[config.mk]
export PLATFORM = sky130hd
export DESIGN_NAME = mem_scan_reader
export DESIGN_NICKNAME = d
export VERILOG_FILES = /design/src/rtl/mem_scan_pkg.sv /design/src/rtl/dwell_timer.sv /design/src/rtl/mem_scan_reader.sv
export SDC_FILE = /design/constraint.sdc
export NUM_CORES = 1
export LEC_CHECK = 0
export BUFFER_PORTS_ARGS = -buffer_cell sky130_fd_sc_hd__buf_4
export CAP_MARGIN = 0
export CORE_MARGIN = 5
export CORE_UTILIZATION = 43
export DETAILED_ROUTE_END_ITERATION = 8
export GPL_ROUTABILITY_DRIVEN = 0
export PLACE_DENSITY = 0.65
export SETUP_SLACK_MARGIN = 0.2
export SYNTH_ARGS = -nofsm -noshare
export SYNTH_HDL_FRONTEND = slang
export SYNTH_SLANG_ARGS = --single-unit
[constraint.sdc]
create_clock -name CLK -period 3 [get_ports CLK]
set_input_delay 0.6 -clock CLK [delete_from_list [all_inputs] [get_ports CLK]]
set_output_delay 0.6 -clock CLK [all_outputs]
set_load 0.005 [all_outputs]
[src/rtl/mem_scan_pkg.sv]
// Shared definitions for the block-RAM scan reader.
// Holds the FSM state type, default widths and read-latency limits.
package mem_scan_pkg;

    localparam int ADDR_W_DEF = 10;
    localparam int DATA_W_DEF = 16;
    localparam int RD_LAT_MIN = 1;
    localparam int RD_LAT_MAX = 2;

    typedef enum logic [2:0] {
        IDLE,
        FETCH,
        WAIT,
        SHOW,
        FIN
    } scan_state_t;

endpackage

[src/rtl/dwell_timer.sv]
// Dwell counter for display blocks: counts enabled cycles after a clear.
// Ports: clk_i, rst_i (async, active-high), clr_i, en_i, expire_o.
module dwell_timer #(
    parameter int DWELL = 50_000_000
) (
    input  logic clk_i,
    input  logic rst_i,
    input  logic clr_i,
    input  logic en_i,
    output logic expire_o
);

    localparam int CW = (DWELL > 1) ? $clog2(DWELL) : 1;
    localparam logic [CW-1:0] LAST = CW'(DWELL - 1);

    logic [CW-1:0] cnt_q, cnt_d;

    // Saturate at the terminal count so expiry stays visible if the
    // owner only starts honouring it later (e.g. mode switched mid-hold).
    always_comb begin
        cnt_d = cnt_q;
        if (clr_i) begin
            cnt_d = '0;
        end else if (en_i && (cnt_q != LAST)) begin
            cnt_d = cnt_q + 1'b1;
        end
    end

    always_ff @(posedge clk_i or posedge rst_i) begin
        if (rst_i) begin
            cnt_q <= '0;
        end else begin
            cnt_q <= cnt_d;
        end
    end

    assign expire_o = en_i && (cnt_q == LAST);

endmodule

[src/rtl/mem_scan_reader.sv]
// Sweeps a window of block-RAM port B and holds each word for display.
// Ports: CLK, RST, start, step, auto_mode, base_addr, length in;
//   enb, addrb, data_out, data_valid, busy, done out; doutb in.
// Build option SCAN_LOOP_EN: loop the window forever, start stops it.
module mem_scan_reader
    import mem_scan_pkg::*;
#(
    parameter int ADDR_W = ADDR_W_DEF,
    parameter int DATA_W = DATA_W_DEF,
    parameter int RD_LAT = 1,
    parameter int DWELL  = 50_000_000
) (
    input  logic              CLK,
    input  logic              RST,
    input  logic              start,
    input  logic              step,
    input  logic              auto_mode,
    input  logic [ADDR_W-1:0] base_addr,
    input  logic [ADDR_W-1:0] length,
    output logic              enb,
    output logic [ADDR_W-1:0] addrb,
    input  logic [DATA_W-1:0] doutb,
    output logic [DATA_W-1:0] data_out,
    output logic              data_valid,
    output logic              busy,
    output logic              done
);

    scan_state_t state_q, state_d;

    logic [ADDR_W-1:0] base_q, base_d;
    logic [ADDR_W-1:0] len_q, len_d;
    logic [ADDR_W-1:0] idx_q, idx_d;
    logic [ADDR_W-1:0] addr_q, addr_d;
    logic [1:0]        lat_q, lat_d;
    logic [DATA_W-1:0] data_q, data_d;
    logic              valid_q, valid_d;
    logic              busy_q, busy_d;
    logic              done_q, done_d;

    logic lat_last;
    logic last_word;
    logic in_show;
    logic dwell_clr;
    logic dwell_exp;
    logic advance;

    assign lat_last  = (lat_q == 2'(RD_LAT - 1));
    assign last_word = (idx_q == len_q - 1'b1);
    assign in_show   = (state_q == SHOW);
    assign dwell_clr = (state_q == WAIT) && lat_last;
    assign advance   = in_show &&
                       ((auto_mode && dwell_exp) || (!auto_mode && step));

`ifdef SCAN_LOOP_EN
    logic stop;
    assign stop = start && (state_q != IDLE);
`endif

    dwell_timer #(
        .DWELL(DWELL)
    ) u_dwell (
        .clk_i   (CLK),
        .rst_i   (RST),
        .clr_i   (dwell_clr),
        .en_i    (in_show),
        .expire_o(dwell_exp)
    );

    always_ff @(posedge CLK or posedge RST) begin
        if (RST) begin
            state_q <= IDLE;
        end else begin
            state_q <= state_d;
        end
    end

    always_comb begin
        state_d = state_q;
        unique case (state_q)
            IDLE: begin
                if (start) begin
                    state_d = (length == '0) ? FIN : FETCH;
                end
            end
            FETCH: state_d = WAIT;
            WAIT: begin
                if (lat_last) begin
                    state_d = SHOW;
                end
            end
            SHOW: begin
                if (advance) begin
`ifdef SCAN_LOOP_EN
                    state_d = FETCH;
`else
                    state_d = last_word ? FIN : FETCH;
`endif
                end
            end
            FIN:     state_d = IDLE;
            default: state_d = IDLE;
        endcase
`ifdef SCAN_LOOP_EN
        if (stop) begin
            state_d = IDLE;
        end
`endif
    end

    always_comb begin
        base_d  = base_q;
        len_d   = len_q;
        idx_d   = idx_q;
        addr_d  = addr_q;
        lat_d   = lat_q;
        data_d  = data_q;
        valid_d = 1'b0;
        busy_d  = busy_q;
        done_d  = 1'b0;
        enb     = (state_q == FETCH);
        unique case (state_q)
            IDLE: begin
                if (start) begin
                    base_d = base_addr;
                    len_d  = length;
                    idx_d  = '0;
                    busy_d = 1'b1;
                    if (length != '0) begin
                        addr_d = base_addr;
                    end
                end
            end
            FETCH: lat_d = '0;
            WAIT: begin
                lat_d = lat_q + 1'b1;
                if (lat_last) begin
                    lat_d   = '0;
                    data_d  = doutb;
                    valid_d = 1'b1;
                end
            end
            SHOW: begin
                if (advance) begin
                    if (last_word) begin
`ifdef SCAN_LOOP_EN
                        idx_d  = '0;
                        addr_d = base_q;
                        done_d = 1'b1;
`endif
                    end else begin
                        // Natural ADDR_W overflow gives the wrap to 0.
                        idx_d  = idx_q + 1'b1;
                        addr_d = base_q + idx_d;
                    end
                end
            end
            FIN: begin
                done_d = 1'b1;
                busy_d = 1'b0;
            end
            default: ;
        endcase
`ifdef SCAN_LOOP_EN
        if (stop) begin
            busy_d = 1'b0;
            done_d = 1'b0;
        end
`endif
    end

    always_ff @(posedge CLK or posedge RST) begin
        if (RST) begin
            base_q  <= '0;
            len_q   <= '0;
            idx_q   <= '0;
            addr_q  <= '0;
            lat_q   <= '0;
            data_q  <= '0;
            valid_q <= 1'b0;
            busy_q  <= 1'b0;
            done_q  <= 1'b0;
        end else begin
            base_q  <= base_d;
            len_q   <= len_d;
            idx_q   <= idx_d;
            addr_q  <= addr_d;
            lat_q   <= lat_d;
            data_q  <= data_d;
            valid_q <= valid_d;
            busy_q  <= busy_d;
            done_q  <= done_d;
        end
    end

    assign addrb      = addr_q;
    assign data_out   = data_q;
    assign data_valid = valid_q;
    assign busy       = busy_q;
    assign done       = done_q;

endmodule

-- Yosys cells after proc, flatten, opt, wreduce, memory -nomap -nowiden
Index checks and enable logic that the tools add are counted.
- eq/ne operators: 12
- multiplexer cells: 24
- reductions and logical operators: 22
- add/sub/neg operators: 5
- operator list (operator ; count):
    $mux W10 ; 7
    $mux W26 ; 2
    $pmux W10 S2 ; 2
    $add A26 B1 Y26 const B ; 1
    $eq A26 B26 Y1 const B ; 1
    $ne A26 B26 Y1 const B ; 1
    $mux W3 ; 5
    $pmux W3 S4 ; 1
    $add A10 B1 Y10 const B ; 1
    $add A10 B10 Y10 ; 1
    $eq A10 B10 Y1 ; 1
    $logic_not A10 Y1 ; 1
    $reduce_bool A10 Y1 ; 1
    $sub A10 B1 Y10 const B ; 1
    $ne A2 B2 Y1 const B ; 4
    $reduce_bool A2 Y1 ; 4
    $eq A3 B2 Y1 const B ; 2
    $logic_and A1 B1 Y1 ; 6
    $reduce_and A2 Y1 ; 3
    $reduce_and A5 Y1 ; 1
    $mux W1 ; 4
    $pmux W2 S2 ; 1
    $reduce_and A4 Y1 ; 1
    $eq A3 B1 Y1 const B ; 1
    other kinds (10) ; 10
- bits in registers: 90
- output and inout bits: 30
- word-level logic and storage cells: 74

-- Longest topological paths before layout
Gate-level depths: netlist of run 1.
- depth after elaboration: 7
- depth in mapped cells: 13

-- By module
A second synthesis of run 1 with hierarchy kept.
- cell total of the unflattened synthesis: 541
- area total of the unflattened synthesis: 5063.6 µm²
- by module, submodules not included (module ; instances ; area each (µm²) ; cells an instance):
    mem_scan_reader ; 1 ; 3617.2 ; 388
    dwell_timer ; 1 ; 1446.4 ; 153

-- Worst setup path before layout of run 1
OpenSTA, ideal clock, no wires.
- path type: flip-flop to flip-flop
- start: reg idx_q[0]
- end: reg addr_q[9], in the netlist addrb[9]
- cell stages (with the launch flop): 12
- library setup time: 125 ps
- buffers on the path: 0
- slack: 376 ps
- data arrival time: 2499 ps
- cell sequence: dfrtp_1 > ha_1 > nand3_1 > xnor2_1 > ha_1 > nand2_1 > o311ai_0 > nor4_1 > nor3_1 > xnor2_1 > o21ai_0 > mux2_2
- cells in the longest elaborated chain, start to end: 5
- elaborated cells between the ends (all ways): 8
- those cells by class: add/sub: 2; eq/ne: 2; mux: 3; reduce/logical: 1
- ends and longest elaborated chain (what ; RTL line ; RTL):
    start, declared ; mem_scan_reader.sv:33 ; logic [ADDR_W-1:0] idx_q, idx_d;
    start signal, assigned ; mem_scan_reader.sv:186 ; idx_q <= idx_d;
    $add A10 B1 Y10 ; mem_scan_reader.sv:153 ; idx_d = idx_q + 1'b1;
    $add A10 B10 Y10 ; mem_scan_reader.sv:154 ; addr_d = base_q + idx_d;
    $mux W10 ; mem_scan_reader.sv:145 ; if (last_word) begin
    $mux W10 ; mem_scan_reader.sv:144 ; if (advance) begin
    $pmux W10 S2 ; mem_scan_reader.sv:122 ; unique case (state_q)
    end signal, assigned ; mem_scan_reader.sv:187 ; addr_q <= addr_d;
    end, declared ; mem_scan_reader.sv:34 ; logic [ADDR_W-1:0] addr_q, addr_d;
Parallel ways exist; a longest one is shown, timed or not. The select of a mux whose other input is x is not followed.
A chain may end at the register's enable or synchronous reset.

-- Worst setup path in the final report of run 1
- start: reg idx_q[1]
- end: reg addr_q[9], in the netlist addrb[9]
The elaborated chain is that of the path after synthesis.

==> flow_metrics.tcl, run 1 <==
set metrics [dict create \
    drc_errors 0 \
    drv_slew 0 \
    critical_path.cell_chain "ha_2 > inv_1 > or2_2 > nand2_1 > nand2_1 > ha_1 > or3_1 > nor4_1 > nor3_1 > xnor2_1 > o21ai_0 > mux2_2" \
    critPathCaptureType "register" \
    syn_nets 569 \
    crit_path_top_delay_cell "dfrtp_2" \
    slew_headroom_pct 57.2 \
    r2r_cells 12 \
    core_sq_um 11300 \
    nets 642 \
    clkPwrFrac_pct 22.3 \
    async_flop_share_pct 100 \
    ys.flop_type "dfrtp_1" \
    fin_crit_ns 2.65 \
    synth.area.top_cells "dfrtp_1 46%, nand2_1 7.7%, mux2_2 5.5%" \
    p_int_mw 3.36 \
    die_y_microns 117 \
    io_pins 71 \
    vias_per_cell 5.33 \
    p_sw_share_pct 36.6 \
    dieArea_sq_um 13600 \
    dr.pass1.iters 4 \
    yosysTopAreaCell "dfrtp_1" \
    drive_gt1_share_pct 24.2 \
    root_buffer "clkbuf_16" \
    holdWs_ns 0.334 \
    worst-slew-pin-transition_ns 0.641 \
    clock-sinks 90 \
    postRouteAntennaNets 0 \
    wirelength_microns 11400 \
    fp-row-count 39 \
    cts_tree "built" \
    clockBufferDepth 2 \
    io_buffer_count 70 \
    ys_top_cells_by_count "100 x nand2_1, 90 x dfrtp_1, 41 x nor2_1" \
    yosysTopAreaCellShare_pct 46.0 \
    syn_area_sq_um 4890 \
    track_usage_pct 18.1 \
    ir_drop_v 0.000473 \
    required_ns 3.24 \
    avgSynthCellArea_sq_um 9.54 \
    drt_iter0_drc 184 \
    p_switching_mw 1.94 \
    power_frac_seq_pct 37.1 \
    max_freq_ghz 0.377 \
    yosysUniqueCellTypes 59 \
    wl_per_cell_microns 15.5 \
    grt_pass1_vias 3977 \
    grt_max_degree 47 \
    postSynthCellCount 513 \
    ys_ff_latch 90 \
    skew_ns 0.0107 \
    synth_most_common_cell "nand2_1" \
    dp_hpwl_microns 8410 \
    pwr-share-comb_pct 40.5 \
    rsz0062_at_grt "no" \
    n_antenna_cell 0 \
    vias 3909 \
    clock_latency_ns 0.35 \
    setup_viol 0 \
    start_util_pct 43.4 \
    synth-edff-count 0 \
    area_growth_pct 21.5 \
    yosysWarningCount 0 \
    r2r_slack_ns 0.35 \
    p_per_area_nw_per_um2 892 \
    die_x_microns 117 \
    p_leak_nw 2.76 \
    cts.clk_slew.worst_paths_ns 0.07 \
    fillers 1003 \
    hold_path_class "in2async" \
    htreeDepth 3 \
    r2r-end "addrb[9]" \
    cp-start-kind "register" \
    cpPeakStageDelay_ns 0.39 \
    critPathKind "reg2reg" \
    fin_crit_sh_pct 88.4 \
    grt_first_pass_wirelength_microns 19300 \
    reg2reg_from "idx_q[1]" \
    drv_cap 0 \
    grt_overflow 0 \
    antenna_found_initial 0 \
    critPathArrivalTime_ns 2.89 \
    crit_top_cell "nand2_1" \
    cts_buffers 9 \
    fin_tns_setup_ns 0 \
    ys_seq_area_share_pct 46.0 \
    finalHoldViolCount 0 \
    outcome "complete, no violations" \
    critPathMaxFanout 4 \
]
[final cells by class]
type	count	area, sq um	area share, %
Multi-Input combinational cell	386	2500	42.1
Sequential cell	90	2260	37.9
Timing Repair Buffer	82	628	10.6
Clock buffer	10	239	4.02
Tap cell	143	179	3.01
Clock inverter	6	75.1	1.26
Inverter	17	67.6	1.14
[repair_timing]
action	in CTS	in global routing
setup buffers	0	2
pin swaps	0	2
endpoints found under the setup margin	1	2
cloned	0	0
resized for setup	1	4
hold buffers	0	0
[worst max path at each step]
stage | to | startpoint | cells after the start | slack (ns)
after global placement | addrb[9] | idx_q[1] | 12 | 0.23
final | addrb[9] | idx_q[1] | 12 | 0.35
after detailed placement | addrb[9] | idx_q[1] | 12 | 0.22
after floorplan | addrb[9] | idx_q[0] | 11 | 0.38
after global routing | addrb[9] | idx_q[1] | 12 | 0.20
after CTS | addrb[9] | idx_q[1] | 12 | 0.23
[kinds of logic after synthesis]
| logic type | Yosys count | share of synthesized area (%) |
|---|---|---|
| AOI/OAI and AO/OA | 72 | 10.0 |
| muxes | 28 | 6.34 |
| and+or+nand+nor | 225 | 22.5 |
| DFF | 90 | 46.0 |
| buffers and inverters | 37 | 2.89 |
| xor gates and xnor gates | 46 | 8.23 |
| adders and majority gates | 15 | 3.99 |
[power groups by stage]
stage / Clock (mW) / Sequential [mW] / Combinational [mW]
2_1_floorplan: 0 / 1.89 / 1.46
3_3_place_gp: 0 / 1.98 / 2.07
3_5_place_dp: 0 / 1.99 / 2.13
4_1_cts: 1.22 / 1.97 / 2.15
5_1_grt: 1.28 / 2.03 / 2.40
6_report: 1.19 / 1.97 / 2.15
[routing by layer]
| layer | GRT usage, % | vias up | part of all wire (%) | routed length, microns |
|---|---|---|---|---|
| met1 | 22.2 | 1903 | 43 | 4890 |
| met4 | 5.81 | 0 | 1.6 | 183 |
| met2 | 30.8 | 82 | 50 | 5700 |
| met5 | 0 | - | 0 | 0 |
| met3 | 4.97 | 16 | 5.4 | 620 |
| li1 | - | 1908 | - | - |
[layout by cell type (no fill, tap or decap), types with 3 or more instances in the layout]
cell type	n
a21oi_1	13
xor2_1	20
ha_1	13
nor4_1	7
nand2_1	100
nand4_1	5
buf_4	81
xnor2_1	26
mux2i_1	4
nor2b_1	5
nand2b_1	3
nand3_1	15
a211oi_1	4
or2_2	5
nor2_1	41
or3_1	8
o21ai_0	18
o31ai_1	3
clkbuf_16	9
nor3_1	10
and3_1	8
dfrtp_2	3
o211ai_1	3
inv_1	16
mux2_2	24
o21ai_1	5
nor3b_1	3
clkinv_4	3
dfrtp_1	87
[critical path, delay by kind of cell, from the launching register on]
kind,cells,cell delay [ns]
mux,1,0.27
flops,1,0.39
compound gates,1,0.08
xor+xnor,1,0.16
fa+ha+maj,2,0.42
simple gates,6,1.16
buf+inv,1,0.07
[flip-flops by register name, indices dropped and copies added (netlist names)]
name,flops
state_q,3
data_out,16
u_dwell.cnt_q,26
busy,1
base_q,10
data_valid,1
lat_q,2
done,1
addrb,10
idx_q,10
len_q,10
[through the flow]
step | power [mW] | instance area, sq um | setup slack (ns) | utilization, % | instances
after global placement | 4.05 | 5610 | 0.233 | 49.8 | 716
after CTS | 5.34 | 5930 | 0.232 | 52.6 | 732
after global routing | 5.70 | 5950 | 0.203 | 52.8 | 734
after detailed placement | 4.12 | 5610 | 0.219 | 49.8 | 716
final | 5.31 | 5950 | 0.349 | 52.8 | 734
after floorplan | 3.35 | 4900 | 0.376 | - | 513
No activity file was read; power rests on OpenSTA's default activity.
==> run 2, diff against run 1 <==
--- a/config.mk
+++ b/config.mk
@@ -12,6 +12,7 @@
 export DETAILED_ROUTE_END_ITERATION = 8
 export GPL_ROUTABILITY_DRIVEN = 0
 export PLACE_DENSITY = 0.65
+export RECOVER_POWER = 50
 export SETUP_SLACK_MARGIN = 0.2
 export SYNTH_ARGS = -nofsm -noshare
 export SYNTH_HDL_FRONTEND = slang
==> run 2 against run 1 <==
Net effect:
- sequential share of layout area grew 0.16 points
- clock skew about the same
- sequential power about the same
- die area did not move
- count of clock-buffer cells in the layout did not move
- maximum frequency about the same
- register-to-register slack about the same
- final area is 0.42% lower
- clock power is essentially flat
- final cell count is the same
- critical path type unchanged
- highest routed layer unchanged
==> flow_metrics.tcl, run 2 (synthesized netlist as in run 1, its figures left out) <==
set metrics [dict create \
    outcome "complete, no violations" \
    area_growth_pct 21.0 \
    dieArea_sq_um 13600 \
    vias 3901 \
    cts.clk_slew.worst_paths_ns 0.07 \
    clkPwrFrac_pct 22.4 \
    fp-row-count 39 \
    core_sq_um 11300 \
    hold_buffers 0 \
    worstHoldEndpoint "base_q[5]" \
    wirelength_microns 11400 \
    largest-register "u_dwell.cnt_q" \
    p_switching_mw 1.93 \
    skew_ns 0.0106 \
    power_frac_seq_pct 37.2 \
    wl_per_cell_microns 15.5 \
    p_int_mw 3.35 \
    io_pins 71 \
    grt_overflow 0 \
    nets 642 \
    hold_path_class "in2reg" \
    critPathArrivalTime_ns 2.89 \
    mostFrequentLayoutCell "nand2_1" \
    htreeDepth 3 \
    whs_path_depth 3 \
    dr.pass1.iters 4 \
    max_freq_ghz 0.377 \
    antenna_found_initial 0 \
    p_per_area_nw_per_um2 892 \
    die_y_microns 117 \
    fillers 1008 \
    drive_gt1_share_pct 23.9 \
    n_antenna_cell 0 \
    root_buffer "clkbuf_16" \
    holdWs_ns 0.450 \
    startpoint "idx_q[1]" \
    reg2reg_from "idx_q[1]" \
    slew_headroom_pct 16.8 \
    r2r-end "addrb[9]" \
    dp_hpwl_microns 8410 \
    required_ns 3.24 \
    drt_iter0_drc 163 \
    critPathCaptureType "register" \
    largest_reg_flops 26 \
    worst-slew-pin-transition_ns 1.24 \
    die_x_microns 117 \
    p_sw_share_pct 36.6 \
    drv_slew 0 \
    r2r_cells 12 \
    fin_crit_sh_pct 88.3 \
    setup_viol 0 \
    grt_first_pass_wirelength_microns 19300 \
    rsz0062_at_grt "no" \
    drv_cap 0 \
    cp-start-kind "register" \
    grt_pass1_vias 3977 \
    critPathKind "reg2reg" \
    critPathMaxFanout 4 \
    pwr-share-comb_pct 40.4 \
    drc_errors 0 \
    vias_per_cell 5.31 \
    fin_tns_setup_ns 0 \
    postRouteAntennaNets 0 \
    final_cell_mix "100 x nand2_1, 87 x dfrtp_1, 67 x buf_4" \
    clockBufferDepth 2 \
    worstHoldStart "base_addr[5]" \
    cts_tree "built" \
    ir_drop_v 0.000473 \
    clock_latency_ns 0.35 \
    io_buffer_count 70 \
    finalHoldViolCount 0 \
    grt_max_degree 47 \
    p_leak_nw 2.75 \
    track_usage_pct 18.1 \
    start_util_pct 43.4 \
    fin_crit_ns 2.65 \
    r2r_slack_ns 0.35 \
    cts_buffers 9 \
    clock-sinks 90 \
]
[run 2: repair_timing]
| action | CTS | global route |
|---|---|---|
| endpoints found under the setup margin | 1 | 2 |
| pin swaps | 0 | 2 |
| setup buffers | 0 | 2 |
| resized for setup | 1 | 4 |
[run 2: power by group through the flow]
stage	Clock [mW]	Sequential (mW)	Combinational, mW
finish	1.18	1.97	2.13
global placement	0	1.98	2.07
CTS	1.22	1.97	2.15
floorplan	0	1.89	1.46
global route	1.28	2.03	2.38
detailed placement	0	1.99	2.13
[run 2: worst max-delay path, stage by stage, from the launching register on]
cell and delay, ns:
dfrtp_2 0.39, ha_2 0.22, inv_1 0.07, or2_2 0.31, nand2_1 0.09, nand2_1 0.06, ha_1 0.20, or3_1 0.39
nor4_1 0.20, nor3_1 0.11, xnor2_1 0.16, o21ai_0 0.08, mux2_2 0.27
[run 2: metal layers]
| metal | vias to the layer above | wire (microns) | track usage, % | share of wire [%] |
|---|---|---|---|---|
| li1 | 1907 | - | - | - |
| met1 | 1897 | 4900 | 22.2 | 43 |
| met2 | 83 | 5710 | 30.8 | 50 |
| met3 | 14 | 580 | 4.97 | 5.1 |
| met4 | 0 | 161 | 5.81 | 1.4 |
| met5 | - | 0 | 0 | 0 |
[run 2: worst max-delay path by stage]
stage,end,slack (ns),depth (start not counted)
5_1_grt,addrb[9],0.20,12
4_1_cts,addrb[9],0.23,12
3_3_place_gp,addrb[9],0.23,12
2_1_floorplan,addrb[9],0.38,11
6_report,addrb[9],0.35,12
3_5_place_dp,addrb[9],0.22,12
[run 2: layout make-up]
class	count	area [sq um]	area share (%)
Clock buffer	10	239	4.03
Tap cell	143	179	3.02
Sequential cell	90	2260	38.1
Timing Repair Buffer	82	606	10.2
Clock inverter	6	75.1	1.27
Inverter	17	65.1	1.10
Multi-Input combinational cell	386	2500	42.3
[run 2: through the flow]
step                      power (mW)  std cells  instance area [sq um]  util, %  worst slack, ns
after global placement          4.05        716                   5610     49.8            0.233
after detailed placement        4.12        716                   5610     49.8            0.219
after CTS                       5.34        732                   5930     52.6            0.232
after global routing            5.68        734                   5920     52.5            0.203
after floorplan                 3.35        513                   4900        -            0.376
final                           5.28        734                   5920     52.5            0.350
==> run 3, diff against run 2 <==
--- a/config.mk
+++ b/config.mk
@@ -13,6 +13,7 @@
 export GPL_ROUTABILITY_DRIVEN = 0
 export PLACE_DENSITY = 0.65
 export RECOVER_POWER = 50
+export REMOVE_ABC_BUFFERS = 1
 export SETUP_SLACK_MARGIN = 0.2
 export SYNTH_ARGS = -nofsm -noshare
 export SYNTH_HDL_FRONTEND = slang
==> run 3 against run 2 <==
Net effect:
- the flow now finishes with violations (capacitance limit, slew limit)
- clock power rose by 5%
- power up 1.6%
- sequential share of layout area decreased by 0.29 points
- critical endpoint is now addrb[6]
- largest power group unchanged
==> flow_metrics.tcl, run 3 (synthesized netlist as in run 1, its figures left out) <==
set metrics [dict create \
    grtUsageMet1_pct 21.4 \
    postRouteAntennaNets 0 \
    wirelength_microns 11500 \
    nets 642 \
    fin_crit_sh_pct 89.8 \
    critPathCaptureType "register" \
    core_sq_um 11300 \
    hold_buffers 0 \
    cts_tree "built" \
    grt_first_pass_wirelength_microns 19400 \
    dp_hpwl_microns 8280 \
    vias_per_cell 5.38 \
    dieArea_sq_um 13600 \
    drc_errors 0 \
    cts_buffers 9 \
    area_growth_pct 21.9 \
    vias 3952 \
    grt_use_met2_pct 30.8 \
    violations "capacitance limit, slew limit" \
    drive_gt1_share_pct 24.4 \
    grtUsageMet3_pct 4.35 \
    final_util_pct 52.9 \
    n_antenna_cell 0 \
    worst-slew-pin-transition_ns 1.78 \
    p_leak_nw 2.76 \
    root_buffer "clkbuf_16" \
    grt_max_degree 53 \
    htreeDepth 3 \
    max_freq_ghz 0.371 \
    drv_cap 1 \
    wl_per_cell_microns 15.7 \
    p_per_area_nw_per_um2 899 \
    rsz0062_at_grt "yes" \
    die_y_microns 117 \
    skew_ns 0.00617 \
    io_buffer_count 70 \
    drv_slew 39 \
    clock-sinks 90 \
    clock_latency_ns 0.35 \
    fp-row-count 39 \
    setup_viol 0 \
    hold_path_class "in2reg" \
    critPathArrivalTime_ns 2.93 \
    die_x_microns 117 \
    clockBufferDepth 2 \
    finalHoldViolCount 0 \
    dr.pass1.iters 4 \
    critPathKind "reg2reg" \
    outcome "finished, violations left" \
    largest-register "u_dwell.cnt_q" \
    grt_pass1_vias 4092 \
    drt_iter0_drc 169 \
    cts.clk_slew.worst_paths_ns 0.07 \
    critPathMaxFanout 7 \
    antenna_found_initial 0 \
    io_pins 71 \
    gr-max-usage-layer "met2" \
    mostFrequentLayoutCell "nand2_1" \
    r2r_slack_ns 0.30 \
    grt_overflow 0 \
    fin_tns_setup_ns 0 \
    slew_headroom_pct -19.3 \
    required_ns 3.24 \
    ir_drop_v 0.000477 \
    start_util_pct 43.4 \
    track_usage_pct 18.0 \
    final_cell_mix "100 x nand2_1, 87 x dfrtp_1, 67 x buf_4" \
    cp-start-kind "register" \
    largest_reg_flops 26 \
    fin_crit_ns 2.70 \
    fillers 1001 \
]
run 3: cell count changes in the layout (fill, tap and decap cells not counted), sizes merged:
| cell | before | now |
|---|---|---|
| clkbuf | 25 | 23 |
| clkinv | 3 | 1 |
| a21oi | 15 | 16 |
| buf | 67 | 68 |
| bufinv | 1 | 2 |
| clkinvlp | 2 | 3 |
run 3: worst max-delay path, stage by stage, from the launching register on:
cell and delay, ns:
dfrtp_1 0.43, or4_4 0.56, nor4_4 0.35, a31oi_2 0.27, nor2_4 0.19, o21bai_2 0.12, a21oi_2 0.29, mux2_2 0.37
run 3: area by class of cell:
| class | instances | area, sq um | share of cell area, % |
|---|---|---|---|
| inverter | 17 | 65.1 | 1.09 |
| tap | 143 | 179 | 3.00 |
| timing repair buffer | 81 | 617 | 10.3 |
| clock inverter | 6 | 88.8 | 1.49 |
| multi-input combinational | 387 | 2520 | 42.3 |
| sequential | 90 | 2260 | 37.8 |
| clock buffer | 10 | 239 | 4.00 |
run 3: final timing paths:
check	startpoint	end	cells past startpoint
max	u_dwell.cnt_q[8]	addrb[6]	7
min	length[3]	len_q[3]	3
max reg2reg	u_dwell.cnt_q[8]	addrb[6]	7
min reg2reg	base_q[0]	base_q[0]	2
max in group asynchronous	RST	idx_q[3]	2
min in group asynchronous	RST	data_out[9]	2
run 3: report_power, final:
group | switching [mW] | internal (mW)
Combinational | 1.09 | 1.07
Clock | 0.490 | 0.754
Sequential | 0.360 | 1.60
run 3: repair_timing:
action | CTS | global route
resized for setup | 2 | 4
buffers inserted | 0 | 3
gates cloned | 0 | 1
pin swaps | 0 | 0
endpoints found under the setup margin | 1 | 7
run 3: layer usage:
metal	share of wire, %	routed length [microns]
met1	42	4800
met2	50	5810
met3	5.9	678
met4	2.1	239
met5	0	0
run 3: through the flow:
step	cell area, sq um	hold slack (ns)	setup WS (ns)	std cells	total power [mW]
2_1_floorplan	4820	0.452	0.0647	493	3.32
3_3_place_gp	5600	0.476	0.268	714	4.03
3_5_place_dp	5600	0.479	0.197	714	4.11
4_1_cts	5930	0.366	0.237	730	5.39
5_1_grt	5970	0.462	0.185	734	5.76
6_report	5970	0.450	0.305	734	5.37
